## src/rtl/dbf_scan_ctrl_pkg.sv

```systemverilog
`default_nettype none
// ============================================================================
// Module      : dbf_scan_ctrl_pkg
// Description : Shared state encoding and default widths for the DBF
//               per-frame scan sequencer.
// Revision    : 1.0 - initial release
// ============================================================================
package dbf_scan_ctrl_pkg;

  localparam int DBF_ADDR_WD   = 10;
  localparam int DBF_LINE_WD   = 8;
  localparam int DBF_TX_WD     = 8;
  localparam int DBF_RX_WD     = 14;
  localparam int DBF_GUARD_CYC = 4;

  typedef enum logic [2:0] {
    ST_IDLE  = 3'd0,
    ST_LOAD  = 3'd1,
    ST_TX    = 3'd2,
    ST_GUARD = 3'd3,
    ST_RX    = 3'd4,
    ST_NEXT  = 3'd5
  } dbf_state_e;

endpackage
`default_nettype wire

```

## src/rtl/dbf_scan_ctrl_if.sv

```systemverilog
`default_nettype none
// ============================================================================
// Module      : dbf_scan_ctrl_if
// Description : Frame command, LUT stream and channel-array strobes of the
//               DBF scan sequencer. master = host/channel side,
//               slave = the sequencer itself.
// Revision    : 1.0 - initial release
// ============================================================================
interface dbf_scan_ctrl_if
  import dbf_scan_ctrl_pkg::*;
#(
  parameter int ADDR_WD = DBF_ADDR_WD,
  parameter int LINE_WD = DBF_LINE_WD,
  parameter int TX_WD   = DBF_TX_WD,
  parameter int RX_WD   = DBF_RX_WD
) ();

  logic               frame_go;
  logic               abort;
  logic [LINE_WD-1:0] num_lines;
  logic [ADDR_WD-1:0] lut_len;
  logic [TX_WD-1:0]   tx_cycles;
  logic [RX_WD-1:0]   rx_samples;
  logic               lut_wr_valid;
  logic               lut_wr_ready;
  logic [ADDR_WD-1:0] dbf_lut_addr;
  logic               dbf_lut_we;
  logic               tx_en;
  logic               start;
  logic [LINE_WD-1:0] line_idx;
  logic               busy;
  logic               frame_done;

  modport master (
    output frame_go, abort, num_lines, lut_len, tx_cycles, rx_samples,
           lut_wr_valid,
    input  lut_wr_ready, dbf_lut_addr, dbf_lut_we, tx_en, start, line_idx,
           busy, frame_done
  );

  modport slave (
    input  frame_go, abort, num_lines, lut_len, tx_cycles, rx_samples,
           lut_wr_valid,
    output lut_wr_ready, dbf_lut_addr, dbf_lut_we, tx_en, start, line_idx,
           busy, frame_done
  );

endinterface
`default_nettype wire

```

## src/rtl/dbf_win_cnt.sv

```systemverilog
`default_nettype none
// ============================================================================
// Module      : dbf_win_cnt
// Description : Loadable window down-counter. A load of 0 is treated as 1 so
//               a window is never empty; done is high in the last cycle of
//               the window.
// Revision    : 1.0 - initial release
// ============================================================================
module dbf_win_cnt #(
  parameter int WD = 8
) (
  input  logic          clk,
  input  logic          rst_n,
  input  logic          load,
  input  logic [WD-1:0] load_val,
  input  logic          dec,
  output logic          done
);

  logic [WD-1:0] cnt_q;
  logic [WD-1:0] cnt_d;

  // Load takes priority over decrement; count parks at zero
  always_comb begin
    cnt_d = cnt_q;
    if (load) begin
      cnt_d = (load_val == '0) ? WD'(1) : load_val;
    end else if (dec && (cnt_q != '0)) begin
      cnt_d = cnt_q - WD'(1);
    end
  end

  // Counter register
  always_ff @(posedge clk or negedge rst_n) begin
    if (!rst_n) begin
      cnt_q <= '0;
    end else begin
      cnt_q <= cnt_d;
    end
  end

  assign done = (cnt_q == WD'(1));

endmodule
`default_nettype wire

```

## src/rtl/dbf_scan_ctrl.sv

```systemverilog
`default_nettype none
// ============================================================================
// Module      : dbf_scan_ctrl
// Description : Per-frame DBF scan sequencer. Per line: load delay LUTs from
//               an upstream stream, hold the transmit window, optionally
//               wait a ring-down guard gap, then run the receive window.
//               Optional feature macro: DBF_GUARD_EN (inserts a GUARD_CYC
//               clock quiet gap between TX and RX).
// Revision    : 1.0 - initial release
// ============================================================================
module dbf_scan_ctrl
  import dbf_scan_ctrl_pkg::*;
#(
  parameter int ADDR_WD   = DBF_ADDR_WD,
  parameter int LINE_WD   = DBF_LINE_WD,
  parameter int TX_WD     = DBF_TX_WD,
  parameter int RX_WD     = DBF_RX_WD,
  parameter int GUARD_CYC = DBF_GUARD_CYC
) (
  input  logic           clk,
  input  logic           rst_n,
  dbf_scan_ctrl_if.slave bus
);

  dbf_state_e         state_q,      state_d;
  logic [LINE_WD-1:0] num_lines_q,  num_lines_d;
  logic [LINE_WD-1:0] line_idx_q,   line_idx_d;
  logic [ADDR_WD-1:0] lut_len_q,    lut_len_d;
  logic [ADDR_WD-1:0] load_cnt_q,   load_cnt_d;
  logic [ADDR_WD-1:0] addr_q,       addr_d;
  logic [TX_WD-1:0]   tx_len_q,     tx_len_d;
  logic [RX_WD-1:0]   rx_len_q,     rx_len_d;
  logic               load_last_q,  load_last_d;
  logic               we_q,         we_d;
  logic               ready_q,      ready_d;
  logic               tx_en_q,      tx_en_d;
  logic               start_q,      start_d;
  logic               busy_q,       busy_d;
  logic               frame_done_q, frame_done_d;

  logic tx_load, tx_done;
  logic rx_load, rx_done;

  // Windows are loaded on the edge that enters their state
  assign tx_load = (state_d == ST_TX) && (state_q != ST_TX);
  assign rx_load = (state_d == ST_RX) && (state_q != ST_RX);

  dbf_win_cnt #(.WD(TX_WD)) u_tx_win (
    .clk      (clk),
    .rst_n    (rst_n),
    .load     (tx_load),
    .load_val (tx_len_q),
    .dec      (state_q == ST_TX),
    .done     (tx_done)
  );

  dbf_win_cnt #(.WD(RX_WD)) u_rx_win (
    .clk      (clk),
    .rst_n    (rst_n),
    .load     (rx_load),
    .load_val (rx_len_q),
    .dec      (state_q == ST_RX),
    .done     (rx_done)
  );

`ifdef DBF_GUARD_EN
  localparam int GUARD_WD = (GUARD_CYC < 2) ? 1 : $clog2(GUARD_CYC + 1);

  logic guard_load, guard_done;

  assign guard_load = (state_d == ST_GUARD) && (state_q != ST_GUARD);

  dbf_win_cnt #(.WD(GUARD_WD)) u_guard_win (
    .clk      (clk),
    .rst_n    (rst_n),
    .load     (guard_load),
    .load_val (GUARD_WD'(GUARD_CYC)),
    .dec      (state_q == ST_GUARD),
    .done     (guard_done)
  );
`else
  logic [31:0] unused_guard_cyc;
  assign unused_guard_cyc = 32'(GUARD_CYC);
`endif

  // Next-state decode; every output is derived from the next state so it
  // lands in a register and lines up with the state it belongs to
  always_comb begin
    state_d      = state_q;
    num_lines_d  = num_lines_q;
    line_idx_d   = line_idx_q;
    lut_len_d    = lut_len_q;
    load_cnt_d   = load_cnt_q;
    load_last_d  = load_last_q;
    addr_d       = addr_q;
    tx_len_d     = tx_len_q;
    rx_len_d     = rx_len_q;
    we_d         = 1'b0;
    frame_done_d = 1'b0;

    if (bus.abort) begin
      // Abort beats a coincident frame_go; line_idx keeps the aborted line
      state_d = ST_IDLE;
    end else begin
      case (state_q)
        ST_IDLE: begin
          if (bus.frame_go) begin
            state_d     = ST_LOAD;
            num_lines_d = (bus.num_lines == '0) ? LINE_WD'(1) : bus.num_lines;
            lut_len_d   = bus.lut_len;
            tx_len_d    = bus.tx_cycles;
            rx_len_d    = bus.rx_samples;
            line_idx_d  = '0;
            addr_d      = '0;
            load_cnt_d  = '0;
            load_last_d = 1'b0;
          end
        end

        ST_LOAD: begin
          if (load_last_q) begin
            // Extra cycle lets the final write strobe finish inside LOAD
            state_d = ST_TX;
            addr_d  = '0;
          end else if (bus.lut_wr_valid && ready_q) begin
            we_d       = 1'b1;
            addr_d     = load_cnt_q;
            load_cnt_d = load_cnt_q + ADDR_WD'(1);
            if (load_cnt_q == lut_len_q) begin
              load_last_d = 1'b1;
            end
          end
        end

        ST_TX: begin
          addr_d = '0;
          if (tx_done) begin
`ifdef DBF_GUARD_EN
            state_d = ST_GUARD;
`else
            state_d = ST_RX;
`endif
          end
        end

`ifdef DBF_GUARD_EN
        ST_GUARD: begin
          if (guard_done) begin
            state_d = ST_RX;
          end
        end
`endif

        ST_RX: begin
          if (rx_done) begin
            state_d = ST_NEXT;
          end else if (addr_q < lut_len_q) begin
            // Read address walks the LUT and parks on the last entry
            addr_d = addr_q + ADDR_WD'(1);
          end
        end

        ST_NEXT: begin
          if (line_idx_q == (num_lines_q - LINE_WD'(1))) begin
            frame_done_d = 1'b1;
            state_d      = ST_IDLE;
          end else begin
            line_idx_d  = line_idx_q + LINE_WD'(1);
            state_d     = ST_LOAD;
            addr_d      = '0;
            load_cnt_d  = '0;
            load_last_d = 1'b0;
          end
        end

        default: begin
          state_d = ST_IDLE;
        end
      endcase
    end

    ready_d = (state_d == ST_LOAD) && !load_last_d;
    tx_en_d = (state_d == ST_TX);
    start_d = (state_d == ST_RX);
    busy_d  = (state_d != ST_IDLE);
  end

  // State, latched frame configuration and output registers
  always_ff @(posedge clk or negedge rst_n) begin
    if (!rst_n) begin
      state_q      <= ST_IDLE;
      num_lines_q  <= '0;
      line_idx_q   <= '0;
      lut_len_q    <= '0;
      load_cnt_q   <= '0;
      load_last_q  <= 1'b0;
      addr_q       <= '0;
      tx_len_q     <= '0;
      rx_len_q     <= '0;
      we_q         <= 1'b0;
      ready_q      <= 1'b0;
      tx_en_q      <= 1'b0;
      start_q      <= 1'b0;
      busy_q       <= 1'b0;
      frame_done_q <= 1'b0;
    end else begin
      state_q      <= state_d;
      num_lines_q  <= num_lines_d;
      line_idx_q   <= line_idx_d;
      lut_len_q    <= lut_len_d;
      load_cnt_q   <= load_cnt_d;
      load_last_q  <= load_last_d;
      addr_q       <= addr_d;
      tx_len_q     <= tx_len_d;
      rx_len_q     <= rx_len_d;
      we_q         <= we_d;
      ready_q      <= ready_d;
      tx_en_q      <= tx_en_d;
      start_q      <= start_d;
      busy_q       <= busy_d;
      frame_done_q <= frame_done_d;
    end
  end

  assign bus.lut_wr_ready = ready_q;
  assign bus.dbf_lut_addr = addr_q;
  assign bus.dbf_lut_we   = we_q;
  assign bus.tx_en        = tx_en_q;
  assign bus.start        = start_q;
  assign bus.line_idx     = line_idx_q;
  assign bus.busy         = busy_q;
  assign bus.frame_done   = frame_done_q;

endmodule
`default_nettype wire

```

## src/flat_wrapper.sv

```systemverilog
// flat-port wrapper written by rule: the top's interface ports become plain ports
module dbf_scan_ctrl_flat import dbf_scan_ctrl_pkg::*;
#(
  parameter int ADDR_WD   = DBF_ADDR_WD,
  parameter int LINE_WD   = DBF_LINE_WD,
  parameter int TX_WD     = DBF_TX_WD,
  parameter int RX_WD     = DBF_RX_WD,
  parameter int GUARD_CYC = DBF_GUARD_CYC
)
  (clk, rst_n, bus_frame_go, bus_abort, bus_num_lines, bus_lut_len, bus_tx_cycles, bus_rx_samples, bus_lut_wr_valid, bus_lut_wr_ready, bus_dbf_lut_addr, bus_dbf_lut_we, bus_tx_en, bus_start, bus_line_idx, bus_busy, bus_frame_done);
  dbf_scan_ctrl_if #(.ADDR_WD(ADDR_WD), .LINE_WD(LINE_WD), .TX_WD(TX_WD), .RX_WD(RX_WD)) bus_i ();
  input  logic clk;
  input  logic rst_n;
  input wire logic [$bits(bus_i.frame_go)-1:0] bus_frame_go;
  input wire logic [$bits(bus_i.abort)-1:0] bus_abort;
  input wire logic [$bits(bus_i.num_lines)-1:0] bus_num_lines;
  input wire logic [$bits(bus_i.lut_len)-1:0] bus_lut_len;
  input wire logic [$bits(bus_i.tx_cycles)-1:0] bus_tx_cycles;
  input wire logic [$bits(bus_i.rx_samples)-1:0] bus_rx_samples;
  input wire logic [$bits(bus_i.lut_wr_valid)-1:0] bus_lut_wr_valid;
  output wire logic [$bits(bus_i.lut_wr_ready)-1:0] bus_lut_wr_ready;
  output wire logic [$bits(bus_i.dbf_lut_addr)-1:0] bus_dbf_lut_addr;
  output wire logic [$bits(bus_i.dbf_lut_we)-1:0] bus_dbf_lut_we;
  output wire logic [$bits(bus_i.tx_en)-1:0] bus_tx_en;
  output wire logic [$bits(bus_i.start)-1:0] bus_start;
  output wire logic [$bits(bus_i.line_idx)-1:0] bus_line_idx;
  output wire logic [$bits(bus_i.busy)-1:0] bus_busy;
  output wire logic [$bits(bus_i.frame_done)-1:0] bus_frame_done;
  assign bus_i.frame_go = bus_frame_go;
  assign bus_i.abort = bus_abort;
  assign bus_i.num_lines = bus_num_lines;
  assign bus_i.lut_len = bus_lut_len;
  assign bus_i.tx_cycles = bus_tx_cycles;
  assign bus_i.rx_samples = bus_rx_samples;
  assign bus_i.lut_wr_valid = bus_lut_wr_valid;
  assign bus_lut_wr_ready = bus_i.lut_wr_ready;
  assign bus_dbf_lut_addr = bus_i.dbf_lut_addr;
  assign bus_dbf_lut_we = bus_i.dbf_lut_we;
  assign bus_tx_en = bus_i.tx_en;
  assign bus_start = bus_i.start;
  assign bus_line_idx = bus_i.line_idx;
  assign bus_busy = bus_i.busy;
  assign bus_frame_done = bus_i.frame_done;
  dbf_scan_ctrl #(.ADDR_WD(ADDR_WD), .LINE_WD(LINE_WD), .TX_WD(TX_WD), .RX_WD(RX_WD), .GUARD_CYC(GUARD_CYC)) u_core (.clk(clk), .rst_n(rst_n), .bus(bus_i));
endmodule
```

## config.mk

```make
export PLATFORM = sky130hd
export DESIGN_NAME = dbf_scan_ctrl_flat
export DESIGN_NICKNAME = d
export VERILOG_FILES = /design/src/rtl/dbf_scan_ctrl_pkg.sv /design/src/rtl/dbf_scan_ctrl_if.sv /design/src/rtl/dbf_win_cnt.sv /design/src/rtl/dbf_scan_ctrl.sv /design/src/flat_wrapper.sv
export SDC_FILE = /design/constraint.sdc
export NUM_CORES = 1
export LEC_CHECK = 0
export ABC_AREA = 1
export BUFFER_PORTS_ARGS = -buffer_cell sky130_fd_sc_hd__buf_2
export CAP_MARGIN = 20
export CORE_MARGIN = 2
export CORE_UTILIZATION = 50
export DETAILED_ROUTE_END_ITERATION = 8
export HOLD_SLACK_MARGIN = 0.02
export PLACE_DENSITY_LB_ADDON = 0.05
export SETUP_SLACK_MARGIN = 0.02
export SLEW_MARGIN = 20
export SYNTH_ARGS = -nofsm -noshare
export SYNTH_HDL_FRONTEND = slang
export SYNTH_SLANG_ARGS = --single-unit
```

## constraint.sdc

```tcl
create_clock -name clk -period 2.06 [get_ports clk]
set_input_delay 0.206 -clock clk [delete_from_list [all_inputs] [get_ports clk]]
set_output_delay 0.206 -clock clk [all_outputs]
set_load 0.005 [all_outputs]
```

==> results.ini <==
[synthesis]
async_reset_ff_share_pct=100.0
synth_sequential_area_ratio_pct=42.98
synth.top_cells.by_count=205 x nand2_1, 100 x dfrtp_1, 93 x inv_1
cell_with_the_most_instances_after_synthesis=nand2_1
postSynthRegisterBits=100
yosysUniqueCellTypes=45
synthCells=760
synth_top_flop_cell=dfrtp_1
synth.cell_area_sq_mm=0.005822
post-synth-top-area-fraction_pct=42.98
synth_edf_count=0
netlist.top_cell.by_area=dfrtp_1
ys_warn_count=0
synth.net_count=822
synth.top_cells.by_area=dfrtp_1 43%, nand2_1 13%, nand3_1 6.0%, inv_1 6.0%, o21ai_0 4.9%
synth_area_per_cell_sq_um=7.660

[run]
max_cap_violations=0

[worst_setup_path]
path_common_cell=nand2_1
r2r_slack_ns=0.05
cpLargestDelayFamily=simple AND/OR/NAND/NOR gates
critPathCaptureType=flip-flop
worstPathBufferInverterCount=4
worst_path_max_delay_cell=dfrtp_1
worst-setup-path-type=flip-flop to flip-flop
worstPathMaxFanout=8
path_cells=inv_2 > ha_4 > inv_2 > nand2_1 > nand2_1 > nand2_1 > nor2_1 > nand3_1 > nor2_2 > buf_4 > nand3_4 > nand2_4 > nor2_4 > buf_6 > nand3b_1 > o21ai_1
cp_data_arrival_time_ns=2.24
timing.critical_path.slowest_cell_delay_ns=0.39
critical_path.startpoint_type=flip-flop
crit_required_ns=2.29

[timing]
post-route-min-period_ns=2.009
finalMaxSlewViolations=0
hold_viol=0
finalSetupViolations=0
maxSlewHeadroom_pct=62.37
timing.fmax_ghz=0.4978
timing.final.crit_share_pct=97.52
finalClockSkew_ns=0.006542
final.hold.worst_slack_ns=0.05111
setup_repair_after_global_routing_missed_its_margin=true
worst_slew_pin_slew_ns=0.5644

[cts]
cts_max_level=3
clk_pin_slew_ns=0.07
cts_tree=built
clk_path_buf_depth=2
insertion_delay_ns=0.35
clk_root_buffer_cell=clkbuf_16
clock-sinks=100
numCtsBuffers=9

[placement]
final_weighted_congestion_in_routability_driven_placement=0.8624
placed_area_sq_mm=0.006556
placement.io_buffers=68
detailed_place_hpwl_mm=10.63

[routing]
per_cell_via_count_in_the_routed_design=5.324
drt_first_pass_iters=5
met2_wirelength_mm=7.467
postRouteAntennaNets=0
post_drt_wl_per_cell_microns=14.65
detail_route.iter0.violations=331
met3_length_microns=726
route.detailed.drc=0
wl_mm=14.87
routedLengthMet1_mm=6.560
highest_layer=met4
routed-via-count=5404

[worst_hold_path]
hold_class=primary input to flip-flop

[floorplanning]
fp-row-count=39
top_level_ports=69
placeableCoreArea_sq_mm=0.01137
die_width_microns=111.9
die_height_microns=111.9
design.die.area_sq_mm=0.01252
initial_util_pct=51.21

[final_layout]
final_layout_size_suffix_gt1_share_pct=23.17
fin_util_pct=63.02
fin_nets=929
num_antenna_cells=0
filler_cell_count=1017
final_cell_area_sq_mm=0.007166
synth_to_layout_area_growth_pct=23.08

[power_and_ir_drop]
power_density_mw_per_mm2=692.7
vdd_ir_drop_max_mv=0.6523
p_leak_uw=0.003513

[global_routing]
grt_remaining_overflow=0
first_pass_grt_wire_length_mm=24.15
grt_antenna_before_repair=0
via_count_of_the_first_global_routing_pass=5001
grt_util_all_layers_pct=23.90
grt_max_degree=44

[run_status]
outcome=finished clean

routing by layer:
metal	track usage, %	up-vias
met5	0	-
met4	5.103	0
met3	4.954	10
met2	40.93	127
met1	31.51	2565
li1	-	2702
through the flow:
stage	worst slack (ns)	total power, uW	TNS, ns	instances
after global routing	-0.1164	5247	-2.572	1015
after floorplan	0.1375	2917	0	760
after CTS	0.001016	4928	0	1007
final	0.05110	4964	0	1015
after global placement	0.01478	3218	0	987
after detailed placement	-0.04783	3243	-0.2185	987
worst register-to-register path: stages, from the launching register on:
cell and delay (ns):
dfrtp_1 0.39, inv_2 0.09, ha_4 0.21, inv_2 0.04
nand2_1 0.04, nand2_1 0.05, nand2_1 0.05, nor2_1 0.10
nand3_1 0.10, nor2_2 0.12, buf_4 0.12, nand3_4 0.09
nand2_4 0.13, nor2_4 0.06, buf_6 0.14, nand3b_1 0.08
o21ai_1 0.07
layout by cell type, fill, tap and decap left out, drive strengths merged, types with 2 or more instances in the layout:
cell	synthesis	final
clkinvlp	0	2
clkbuf	8	10
buf	13	115
o221ai	4	4
o211ai	2	2
o21a	2	2
o21ai	67	67
nor2	60	60
o31ai	7	7
a21oi	16	16
nor4	6	6
clkinv	0	2
xor2	24	24
xnor2	8	8
dfrtp	100	100
nor3	10	10
o2111ai	3	3
nand3b	5	5
ha	17	17
inv	100	102
nand4	12	12
nand2	208	209
o22ai	5	5
nand3	72	72
state kept, by name (all words and copies together), names as in the netlist:
signal                   count
u_core.bus.busy              1
u_core.bus.dbf_lut_addr     10
u_core.bus.dbf_lut_we        1
u_core.bus.frame_done        1
u_core.bus.line_idx          8
u_core.bus.lut_wr_ready      1
u_core.bus.start             1
u_core.bus.tx_en             1
u_core.load_cnt_q           10
u_core.load_last_q           1
u_core.lut_len_q            10
u_core.num_lines_q           8
u_core.rx_len_q             14
u_core.state_q               3
u_core.tx_len_q              8
u_core.u_rx_win.cnt_q       14
u_core.u_tx_win.cnt_q        8
logic make-up after synthesis:
logic type | after synthesis | share of synthesized area (%)
AO/OA/AOI/OAI | 113 | 11.43
XOR/XNOR | 32 | 4.814
adder cells (fa/ha/maj) | 17 | 3.653
buffers and inverters | 121 | 8.339
flip-flops | 100 | 42.98
AND/OR/NAND/NOR | 377 | 28.78
layout make-up:
cell class | count | area (sq um) | area share (%)
multi-input combinational | 540 | 3039 | 42.41
clock inverter | 6 | 47.55 | 0.6635
inverter | 100 | 380.4 | 5.308
tap | 143 | 178.9 | 2.497
clock buffer | 10 | 239.0 | 3.335
sequential | 100 | 2502 | 34.92
timing repair buffer | 116 | 778.2 | 10.86
where the power goes:
group          total (uW)  leakage (uW)  switching (uW)  internal (uW)
sequential           2340       0.00124             170           2170
clock                1650      0.000138             787            865
combinational         974       0.00213             591            383
total                4960       0.00351            1550           3420
repair_timing:
item | in CTS | in global routing
pin swaps | 2 | 19
gates cloned | 0 | 3
hold endpoints to repair | 40 | 0
endpoints found under the setup margin | 16 | 57
buffers inserted | 3 | 5
resized for setup | 4 | 68
hold buffers | 1 | 0
path summary, 6_finish.rpt:
kind	start	to	cells past startpoint
max in group asynchronous	rst_n	u_core.u_rx_win.cnt_q[1]$_DFFE_PN0P_	3
setup reg to reg	u_core.num_lines_q[1]$_DFFE_PN0P_	u_core.bus.line_idx[4]$_DFFE_PN0P_	16
setup / recovery	u_core.num_lines_q[1]$_DFFE_PN0P_	u_core.bus.line_idx[4]$_DFFE_PN0P_	16
hold / removal	bus_rx_samples[8]	u_core.rx_len_q[8]$_DFFE_PN0P_	3
min in group asynchronous	rst_n	u_core.load_cnt_q[4]$_DFFE_PN0P_	2
hold reg to reg	u_core.rx_len_q[12]$_DFFE_PN0P_	u_core.rx_len_q[12]$_DFFE_PN0P_	2
(Power assumes the default switching activity.)
